`config.mk`:
```
export PLATFORM = sky130hd
export DESIGN_NAME = operand_fetch_flat
export DESIGN_NICKNAME = d
export VERILOG_FILES = /design/src/rtl/operand_fetch_if.sv /design/src/rtl/operand_fetch.sv /design/src/flat_wrapper.sv
export SDC_FILE = /design/constraint.sdc
export NUM_CORES = 1
export LEC_CHECK = 0
export BUFFER_PORTS_ARGS = -buffer_cell sky130_fd_sc_hd__buf_4
export CORE_UTILIZATION = 40
export CTS_CLUSTER_DIAMETER = 80
export DETAILED_ROUTE_END_ITERATION = 12
export RECOVER_POWER = 50
export SETUP_SLACK_MARGIN = 0.5
export SYNTH_ARGS = -nofsm -noshare
export SYNTH_HDL_FRONTEND = slang
export SYNTH_SLANG_ARGS = --single-unit
```
`constraint.sdc`:
```
create_clock -name clk -period 2.3 [get_ports clk]
set_input_delay 0.46 -clock clk [delete_from_list [all_inputs] [get_ports clk]]
set_output_delay 0.46 -clock clk [all_outputs]
set_load 0.005 [all_outputs]
```
`src/rtl/operand_fetch_if.sv`:
```
// rtl/operand_fetch_if.sv - issue, operand and writeback signal bundle for operand_fetch
interface operand_fetch_if #(
  parameter int WIDTH = 16
);
  logic             in_valid;
  logic             in_ready;
  logic [2:0]       readnum_a;
  logic [2:0]       readnum_b;
  logic [1:0]       shift;
  logic             asel;
  logic             bsel;
  logic [WIDTH-1:0] sximm;
  logic [1:0]       aluop_in;
  logic             out_valid;
  logic             out_ready;
  logic [WIDTH-1:0] Ain;
  logic [WIDTH-1:0] Bin;
  logic [1:0]       ALUop;
  logic             wb_en;
  logic [2:0]       wb_num;
  logic [WIDTH-1:0] wb_data;

  modport master (
    output in_valid, readnum_a, readnum_b, shift, asel, bsel, sximm, aluop_in,
    output out_ready, wb_en, wb_num, wb_data,
    input  in_ready, out_valid, Ain, Bin, ALUop
  );

  modport slave (
    input  in_valid, readnum_a, readnum_b, shift, asel, bsel, sximm, aluop_in,
    input  out_ready, wb_en, wb_num, wb_data,
    output in_ready, out_valid, Ain, Bin, ALUop
  );
endinterface

```
`src/rtl/operand_fetch.sv`:
```
// rtl/operand_fetch.sv - register file read, B shifter and one-deep operand pipeline register
module operand_fetch #(
  parameter int WIDTH = 16
) (
  input  logic           clk,
  input  logic           rst_n,
  operand_fetch_if.slave bus
);

  logic [WIDTH-1:0] regs [8];
  logic [WIDTH-1:0] rd_a;
  logic [WIDTH-1:0] rd_b;
  logic [WIDTH-1:0] b_shifted;
  logic [WIDTH-1:0] a_next;
  logic [WIDTH-1:0] b_next;
  logic             out_valid_q;
  logic [WIDTH-1:0] ain_q;
  logic [WIDTH-1:0] bin_q;
  logic [1:0]       aluop_q;
  logic             issue;

  // The stage can take a new set whenever the held set is absent or leaving now.
  assign bus.in_ready  = !out_valid_q || bus.out_ready;
  assign issue         = bus.in_valid && bus.in_ready;
  assign bus.out_valid = out_valid_q;
  assign bus.Ain       = ain_q;
  assign bus.Bin       = bin_q;
  assign bus.ALUop     = aluop_q;

  // Combinational reads; a same-cycle writeback to the read index is forwarded.
  always_comb begin
    rd_a = regs[bus.readnum_a];
    rd_b = regs[bus.readnum_b];
    if (bus.wb_en && (bus.wb_num == bus.readnum_a)) rd_a = bus.wb_data;
    if (bus.wb_en && (bus.wb_num == bus.readnum_b)) rd_b = bus.wb_data;
  end

  // Single-bit shifter on the register path of B only; the immediate bypasses it.
  always_comb begin
    b_shifted = rd_b;
    case (bus.shift)
      2'b01:   b_shifted = {rd_b[WIDTH-2:0], 1'b0};
      2'b10:   b_shifted = {1'b0, rd_b[WIDTH-1:1]};
      2'b11:   b_shifted = {rd_b[WIDTH-1], rd_b[WIDTH-1:1]};
      default: b_shifted = rd_b;
    endcase
    a_next = bus.asel ? '0 : rd_a;
    b_next = bus.bsel ? bus.sximm : b_shifted;
  end

  // Register file: writeback is independent of the issue/consume handshake.
  always_ff @(posedge clk or negedge rst_n) begin
    if (!rst_n) begin
      for (int i = 0; i < 8; i++) regs[i] <= '0;
    end else if (bus.wb_en) begin
      regs[bus.wb_num] <= bus.wb_data;
    end
  end

  // Operand register: load on issue, drop valid on a consume with no refill, else hold.
  always_ff @(posedge clk or negedge rst_n) begin
    if (!rst_n) begin
      out_valid_q <= 1'b0;
      ain_q       <= '0;
      bin_q       <= '0;
      aluop_q     <= 2'b00;
    end else if (issue) begin
      out_valid_q <= 1'b1;
      ain_q       <= a_next;
      bin_q       <= b_next;
      aluop_q     <= bus.aluop_in;
    end else if (out_valid_q && bus.out_ready) begin
      out_valid_q <= 1'b0;
    end
  end

endmodule

```
`src/flat_wrapper.sv`:
```
// flat-port wrapper written by rule: the top's interface ports become plain ports
module operand_fetch_flat 
#(
  parameter int WIDTH = 16
)
  (clk, rst_n, bus_in_valid, bus_readnum_a, bus_readnum_b, bus_shift, bus_asel, bus_bsel, bus_sximm, bus_aluop_in, bus_out_ready, bus_wb_en, bus_wb_num, bus_wb_data, bus_in_ready, bus_out_valid, bus_Ain, bus_Bin, bus_ALUop);
  operand_fetch_if #(.WIDTH(WIDTH)) bus_i ();
  input  logic clk;
  input  logic rst_n;
  input wire logic [$bits(bus_i.in_valid)-1:0] bus_in_valid;
  input wire logic [$bits(bus_i.readnum_a)-1:0] bus_readnum_a;
  input wire logic [$bits(bus_i.readnum_b)-1:0] bus_readnum_b;
  input wire logic [$bits(bus_i.shift)-1:0] bus_shift;
  input wire logic [$bits(bus_i.asel)-1:0] bus_asel;
  input wire logic [$bits(bus_i.bsel)-1:0] bus_bsel;
  input wire logic [$bits(bus_i.sximm)-1:0] bus_sximm;
  input wire logic [$bits(bus_i.aluop_in)-1:0] bus_aluop_in;
  input wire logic [$bits(bus_i.out_ready)-1:0] bus_out_ready;
  input wire logic [$bits(bus_i.wb_en)-1:0] bus_wb_en;
  input wire logic [$bits(bus_i.wb_num)-1:0] bus_wb_num;
  input wire logic [$bits(bus_i.wb_data)-1:0] bus_wb_data;
  output wire logic [$bits(bus_i.in_ready)-1:0] bus_in_ready;
  output wire logic [$bits(bus_i.out_valid)-1:0] bus_out_valid;
  output wire logic [$bits(bus_i.Ain)-1:0] bus_Ain;
  output wire logic [$bits(bus_i.Bin)-1:0] bus_Bin;
  output wire logic [$bits(bus_i.ALUop)-1:0] bus_ALUop;
  assign bus_i.in_valid = bus_in_valid;
  assign bus_i.readnum_a = bus_readnum_a;
  assign bus_i.readnum_b = bus_readnum_b;
  assign bus_i.shift = bus_shift;
  assign bus_i.asel = bus_asel;
  assign bus_i.bsel = bus_bsel;
  assign bus_i.sximm = bus_sximm;
  assign bus_i.aluop_in = bus_aluop_in;
  assign bus_i.out_ready = bus_out_ready;
  assign bus_i.wb_en = bus_wb_en;
  assign bus_i.wb_num = bus_wb_num;
  assign bus_i.wb_data = bus_wb_data;
  assign bus_in_ready = bus_i.in_ready;
  assign bus_out_valid = bus_i.out_valid;
  assign bus_Ain = bus_i.Ain;
  assign bus_Bin = bus_i.Bin;
  assign bus_ALUop = bus_i.ALUop;
  operand_fetch #(.WIDTH(WIDTH)) u_core (.clk(clk), .rst_n(rst_n), .bus(bus_i));
endmodule
```
### Word-level counts from Yosys, hierarchy flattened

Cells that the tools add are included.
Widths: inputs -> output; s select.

* flip-flop bits (word level): 163
* input bits: 52
* output and inout bits: 36
* logic and storage cells: 48

* magnitude comparators: 4
* eq/ne operators: 5
* mux-type cells: 16
* bitwise operators: 3
* reductions and logical operators: 8

Operators by type and width (count)
* $mux 16: 9
* $bwmux 128: 1
* $bmux 16 s3: 2
* $demux 16 s3: 1
* $pmux 16 s3: 1
* $ge 4x4->1 const B: 3
* $not 3->4: 3
* $eq 3x3->1: 2
* $logic_and 1x1->1: 5
* $eq 2x2->1 const B: 2
* $lt 4x1->1 const B: 1
* $eq 2x1->1 const B: 1
* $mux 1: 2
* $reduce_bool 2->1: 1
* $logic_not 1->1: 1
* $logic_or 1x1->1: 1

### Logic depth before layout (Yosys ltp)

Gate-level depths: netlist of run 1.

* depth in word-level cells: 7
* depth in mapped cells: 8
* gate-level depth less buffers: 5

### Least setup slack after synthesis of run 1

OpenSTA, ideal clock, no wires.

* path type: input -> register
* start: input bus_readnum_b[2]
* end: register u_core.bin_q[15] (netlist: u_core.bus.Bin[15])
* library setup time: 0.127 ns
* data arrival time: 2.120 ns
* data required time: 2.173 ns
* slack: 0.053 ns
* cell stages on the path: 6
* buffers on the path: 1
* cells stage by stage: clkbuf_1 mux4_2 mux2_2 mux4_2 a221oi_2 a21oi_1

* cells in the longest elaborated chain, start to end: 7
* elaborated cells between the ends (all ways): 9

RTL lines
* from (decl): RTL line flat_wrapper.sv:12 `input wire logic [$bits(bus_i.readnum_b)-1:0] bus_readnum_b;`
* $not 3->4 (implied by the code): RTL line operand_fetch.sv:33 `rd_b = regs[bus.readnum_b];`
* $bmux 16 s3: RTL line operand_fetch.sv:33
* $mux 16 (implied by the code) (2 in a row): RTL line operand_fetch.sv:33
* $mux 16 *: RTL line operand_fetch.sv:35 `if (bus.wb_en && (bus.wb_num == bus.readnum_b)) rd_b = bus.wb_data;`
* $pmux 16 s3 *: RTL line operand_fetch.sv:41 `case (bus.shift)`
* $mux 16 *: RTL line operand_fetch.sv:48 `b_next = bus.bsel ? bus.sximm : b_shifted;`
* to (signal assigned): RTL line operand_fetch.sv:70 `bin_q <= b_next;`
* to (decl): RTL line operand_fetch.sv:18 `logic [WIDTH-1:0] bin_q;`

Every way passes the cells marked *; elsewhere a longest branch is shown, timed or not. The select of a mux whose other input is x is not followed.
A chain may end at the register's enable or synchronous reset.

### Final worst setup path of run 1

* start: register u_core.regs[14] (netlist name)
* end: register u_core.bin_q[15] (netlist: u_core.bus.Bin[15])

* cells in the longest elaborated chain, start to end: 6

RTL lines
* from (decl): RTL line operand_fetch.sv:10 `logic [WIDTH-1:0] regs [8];`
* from (signal, indexed assignment): RTL line operand_fetch.sv:56 `regs[bus.wb_num] <= bus.wb_data;`
* $bmux 16 s3: RTL line operand_fetch.sv:33
* $mux 16 (implied by the code) (2 in a row): RTL line operand_fetch.sv:33
* $mux 16: RTL line operand_fetch.sv:35
* $pmux 16 s3: RTL line operand_fetch.sv:41
* $mux 16: RTL line operand_fetch.sv:48

Every way passes these cells. The select of a mux whose other input is x is not followed.

==> run summary, run 1 <==
WS Path Type - register to register
IO Count - 88
Crit-path most repeated cell - mux4_2
H-tree levels - 4
Critical Path Slowest Stage Cell - mux4_2
Synthesized net count - 757
FMAX - 0.482 GHz
Max clock buf depth - 2
Worst Tran Pin Value - 1.13 ns
Hold Crit Start - bus_aluop_in[0]
DR pass1 iterations - 5
Most common library cell in the layout ignoring fill and taps - dfrtp_1
Slew Limit Fails - 0
Average wire per standard cell - 22.1 um
CTS Sinks - 163
GR peak layer - met2
Via Count - 6375
CTS tree - built
Worst R2R Start - u_core.regs[14]
Vias per cell - 5.83
Standard-cell rows - 54
Dpl hpwl - 16600 um
WL final - 24200 um
GPL Wtd Cong - 0.840
ANT nets after route - 0
Layout cells sized above 1 - 45.0%
Setup violators final - 0
Synthesis-stage register bit count - 163
Critical Path, Cell by Cell - mux4_2 -> mux2_4 -> mux4_2 -> a221oi_2 -> a21oi_1
Tmin final - 2.08 ns
CORE AREA - 21800 um2
Cell Area, Synth - 8860 um2
Non-filler cells, final - 1094
Worst EP required - 2.59 ns
Final hold slack - 0.221 ns
Largest stage delay, worst path - 0.47 ns
Clk pin slew, worst setup/hold paths - 0.06 ns
Worst path arrival time - 2.37 ns
GR met2 Demand/Resource - 34.5%
Drc violations - 0
Drt initial violations - 429
Power Density - 856 nW/um2
First-pass GRT wire length - 37500 um
Crit path max fanout - 3
RSZ-0062 raised after global routing - true
# placed instances - 1051
Library cells used by synthesis - 43
Chip height - 151 um
Mapped Avg Cell Area - 12.6 um2
Setup ws final - 0.224 ns
Antenna cell count - 0
Final clock skew - 0.00777 ns
Root Driver - clkbuf_16
Grt total ovfl - 0
Die X-Extent - 151 um
Number of global-route vias before repair - 6441
CP Capture Type - register
Synthesis Warnings - 0
Hold Crit Class - input pin to register
Period utilisation layout - 90.3%
Post-synth EDFFs - 0
Largest net degree at the start of global routing - 63
Asr flop ratio synth - 100%
Num CTS Buffers - 17
Initial antenna violation count - 0
Dpl ws - -0.0582 ns
Lkg Pwr - 4.75 nW
Area Growth Syn to Fin - 23.5%
Post-synth top flop - dfrtp_1
Initial Util - 40.7%
Design Power - 9.37 mW
Maximum capacitance violations - 0
Sequential share of the synthesized area - 46.0%
Global routing met3 resource utilization - 4.88%
Synthesized instance count - 705
Grt met1 use - 31.6%
Commonest cells after routing, fill and taps aside - 163 x dfrtp_1, 113 x buf_4, 105 x mux2_2, 78 x nand2_1, 63 x mux4_2
Final hold viol count - 0
Status - complete, no violations
Worst vdd ir - 0.409 mV
Clk_lat worst skew - 0.43 ns
Max-slew headroom - 24.7%
Fin nets - 853
Die area - 22800 um2
Worst Setup Start Kind - register
CP startpoint - u_core.regs[14]
GRT Overall Usage - 22.4%
Port buffer count - 87
==> cells in the mapped netlist (all sizes together) (4+ instances only) <==
cell type  count  share of area, %
nand3         13              0.73
or3           10              0.71
nand4          5              0.35
clkbuf        47               2.0
a21oi         10              0.56
nor2           5              0.21
inv           10              0.42
nor3b          4              0.45
xnor2          6              0.59
a31oi         13              0.92
dfrtp        163                46
o21ai         61               3.4
mux4          63                16
o221ai         5              0.49
nand2b         6              0.42
mux2i         34               3.8
buf           19               1.2
nand2         81               3.4
or2            4              0.28
mux2         127                16
==> registers in the layout, summed over array words and instances (netlist names) <==
signal and flops:
u_core.regs 128, u_core.bus.Ain 16, u_core.bus.out_valid 1, u_core.bus.Bin 16, u_core.bus.ALUop 2
==> timing repair <==
item,4_1_cts,5_1_grt
hold buffers,1,0
pin swaps,0,3
buffers inserted,1,7
gates resized for setup,10,25
gates cloned,2,0
hold endpoints to repair,22,0
endpoints found under the setup margin,11,16
==> critical path, delay by kind of cell, from the launching register on <==
kind	cells	cell delay, ns
muxes	3	1.23
DFF	1	0.40
AOI/OAI and AO/OA	2	0.31
==> power by group <==
part | total [mW] | switching, mW | internal, mW
registers | 3.91 | 0.436 | 3.47
clock network | 3.06 | 1.13 | 1.93
logic | 2.39 | 0.988 | 1.40
==> per-layer routing <==
layer	wire length, um	share of wire [%]
met5	0	0
met4	415	1.7
met3	1650	6.8
met2	11200	46
met1	10900	45
==> cells by family after synthesis <==
| group | synth area share [%] |
|---|---|
| AO/OA/AOI/OAI | 6.54 |
| XOR/XNOR | 0.593 |
| multiplexers | 36.0 |
| buffers and inverters | 3.60 |
| AND/OR/NAND/NOR | 7.26 |
| flip-flops | 46.0 |
==> stage by stage <==
step	cell area, um2	TNS (ns)	util, %
floorplan	9020	0	-
global placement	10100	-0.0194	46.6
detailed placement	10100	-0.0825	46.6
CTS	10900	0	50.0
global route	10900	0	50.3
finish	10900	0	50.3
==> area by class of cell <==
class / count / area [um2]
clock inverters: 8 / 148
repair buffers: 143 / 1220
well taps: 280 / 350
multi-input cells: 466 / 4620
flip-flops and latches: 163 / 4080
clock buffers: 24 / 492
inverters: 10 / 37.5
fillers: 1869 / 10800
==> path summary, 6_finish.rpt <==
kind,cells past startpoint,slack [ns],to
setup / recovery,5,0.22,u_core.bus.Bin[15]
hold / removal,3,0.22,u_core.bus.ALUop[0]
setup reg to reg,5,0.22,u_core.bus.Bin[15]
hold reg to reg,2,0.48,u_core.bus.Ain[0]
max in group asynchronous,3,0.46,u_core.regs[62]
min in group asynchronous,2,0.45,u_core.bus.Ain[5]
Note: power is estimated with default switching activity, not from simulation.
==> inputs of run 2 (changes only) <==
--- a/config.mk
+++ b/config.mk
@@ -10,7 +10,7 @@
 export CTS_CLUSTER_DIAMETER = 80
 export DETAILED_ROUTE_END_ITERATION = 12
 export RECOVER_POWER = 50
-export SETUP_SLACK_MARGIN = 0.5
+export SETUP_SLACK_MARGIN = 0.15
 export SYNTH_ARGS = -nofsm -noshare
 export SYNTH_HDL_FRONTEND = slang
 export SYNTH_SLANG_ARGS = --single-unit
==> constraint.sdc (replaced) <==
create_clock -name clk -period 2.56 [get_ports clk]
set_input_delay 0.512 -clock clk [delete_from_list [all_inputs] [get_ports clk]]
set_output_delay 0.512 -clock clk [all_outputs]
set_load 0.005 [all_outputs]
==> run 2 against run 1 <==
Effect of this change:
- the flow now finishes with violations (max-capacitance violations, max-slew violations)
- first-iteration DRC count is 10% lower
- global-route usage is 0.50 points higher
- clock-buffer cell count is 7 lower
- sequential cell count unchanged
- critical path depth down 1
- sequential power fell by 10%
- final cell count fell by 1.9%
- combinational power is 15% lower
- core utilization down 2.2 points
- total power decreased by 14%
- sequential share of layout area grew 1.7 points
- routed wire length up 2.0%
- largest power group unchanged
==> run summary, run 2 (synthesis results as in run 1) <==
Critical Path Slowest Stage Cell - clkbuf_1
Slew Limit Fails - 86 (+86)
Worst R2R Start - u_core.regs[78]
Final hold viol count - 0 (unchanged)
Largest stage delay, worst path - 1.12 ns (+0.65 ns)
Dpl hpwl - 17300 um (+4.3%)
WS Path Type - input pin to register
GPL Wtd Cong - 0.886 (+5.6%)
Critical Path, Cell by Cell - clkbuf_1 -> nand4b_1 -> clkbuf_1 -> mux2_2
Failing checks - max-capacitance violations, max-slew violations
DR pass1 iterations - 5 (unchanged)
ANT nets after route - 0 (unchanged)
CTS Hold Buffers Added - 0 (-1)
Worst EP required - 2.87 ns (+0.28 ns)
Chip height - 151 um (unchanged)
Crit path max fanout - 20 (+17)
Max-slew headroom - -14.1% (-39 points)
Initial Util - 40.7% (unchanged)
Via Count - 6401 (+0.41%)
Layout cells sized above 1 - 41.7% (-3.2 points)
Hold Crit Class - input pin to register
CP startpoint - bus_wb_num[0]
CTS tree - built
Root Driver - clkbuf_16
Maximum capacitance violations - 2 (+2)
Reg with most FFs - u_core.regs
Drc violations - 0 (unchanged)
GRT Overall Usage - 22.9% (+0.50 points)
Worst Setup Start Kind - input pin
Sequential power share - 43.5% (+1.8 points)
Vias per cell - 5.97 (+2.4%)
WL final - 24700 um (+2.0%)
FMAX - 0.451 GHz
CP Capture Type - register
Final core utilization - 48.1% (-2.2 points)
Num CTS Buffers - 17 (unchanged)
CTS Sinks - 163 (unchanged)
Setup violators final - 0 (unchanged)
First-pass GRT wire length - 38300 um (+2.0%)
Largest net degree at the start of global routing - 66 (+4.8%)
Port buffer count - 87 (unchanged)
Hold Crit Start - bus_aluop_in[0]
Sum Neg Setup Slack - 0 ns (unchanged)
Clk pin slew, worst setup/hold paths - 0.07 ns (about the same)
Worst path arrival time - 2.52 ns (+0.15 ns)
Psw - 2.43 mW (-5.0%)
Area Growth Syn to Fin - 18.1%
CTS resizes - 0 (-10)
Power Density - 770 nW/um2 (-10%)
Fin nets - 832 (-2.5%)
Lkg Pwr - 4.52 nW (-4.8%)
# placed instances - 1041 (-0.95%)
Design Power - 8.07 mW (-14%)
RSZ-0062 raised after global routing - false
H-tree levels - 4 (unchanged)
Die X-Extent - 151 um (unchanged)
Average wire per standard cell - 23.0 um (+4.0%)
Standard-cell rows - 54 (unchanged)
Commonest cells after routing, fill and taps aside - 163 x dfrtp_1, 113 x mux2_2, 107 x buf_4, 81 x nand2_1, 63 x mux4_2
Die area - 22800 um2 (unchanged)
Tmin final - 2.22 ns
Switching Share - 30.1% (+2.8 points)
Antenna cell count - 0 (unchanged)
Crit-path most repeated cell - clkbuf_1
IO Count - 88 (unchanged)
Drt initial violations - 384 (-10%)
Initial antenna violation count - 0 (unchanged)
Grt total ovfl - 0 (unchanged)
Worst vdd ir - 0.467 mV (+14%)
Filler cell count - 1930 (+3.3%)
CORE AREA - 21800 um2 (unchanged)
Worst Tran Pin Value - 1.71 ns (+0.581 ns)
Internal power - 5.64 mW (-17%)
Status - finished, violations left
Clk_lat worst skew - 0.43 ns (about the same)
Clock power frac - 31.2% (-1.5 points)
Most common library cell in the layout ignoring fill and taps - dfrtp_1
Non-filler cells, final - 1073 (-1.9%)
Final hold slack - 0.276 ns (+0.0546 ns)
Final clock skew - 0.00715 ns (-0.000622 ns)
Max reg flops - 128 (unchanged)
Period utilisation layout - 86.6%
Postcts setup bufs - 0 (-1)
Number of global-route vias before repair - 6499 (+0.90%)
Logic pwr share - 25.3% (-0.2 points)
Max clock buf depth - 2 (unchanged)
## run 2: cell types whose count changed in the layout (fill, tap and decap cells not counted), moves of 5 or more
| cell | delta |
|---|---|
| clkbuf_1 | -5 |
| mux2_2 | +8 |
| buf_4 | -6 |
| mux2_4 | -10 |
## run 2: critical path, delay by kind of cell
kind / cells / cell delay, ns
and+or+nand+nor: 1 / 0.18
muxes: 1 / 0.46
buffers and inverters: 2 / 1.37
## run 2: cell type report
cell class | count | area [um2] | area share (%)
clock buffer | 17 | 425 | 4.06
clock inverter | 15 | 148 | 1.41
timing repair buffer | 122 | 960 | 9.17
multi-input combinational | 466 | 4470 | 42.7
sequential | 163 | 4080 | 39.0
tap | 280 | 350 | 3.35
inverter | 10 | 37.5 | 0.359
## run 2: path summary, 6_finish.rpt
check                                      end  slack [ns]  depth (start not counted)
setup / recovery               u_core.regs[36]        0.34                          4
hold / removal             u_core.bus.ALUop[0]        0.28                          3
setup reg to reg            u_core.bus.Bin[15]        0.44                          5
hold reg to reg             u_core.bus.Ain[15]        0.49                          2
max in group asynchronous     u_core.regs[123]        0.61                          2
min in group asynchronous      u_core.regs[36]        0.50                          1
## run 2: per-stage QoR
step	setup WS, ns	instance area [um2]
2_1_floorplan	0.261	8860
3_3_place_gp	0.119	9940
3_5_place_dp	0.0683	9940
4_1_cts	0.458	10500
5_1_grt	0.224	10500
6_report	0.344	10500
## run 2: power groups by stage
stage,sequential (mW),combinational (mW),clock [mW]
after floorplan,3.42,1.37,0
final,3.51,2.04,2.51
after global placement,3.50,1.99,0
after detailed placement,3.55,2.05,0
after CTS,3.50,2.06,2.56
after global routing,3.58,2.22,2.64
## run 2: routing by layer
layer	up-vias	global-route usage [%]	routed length, um
met4	0	8.25	528
met3	36	3.70	1730
li1	2780	-	-
met5	-	0	0
met1	3335	31.0	10500
met2	250	37.2	12000
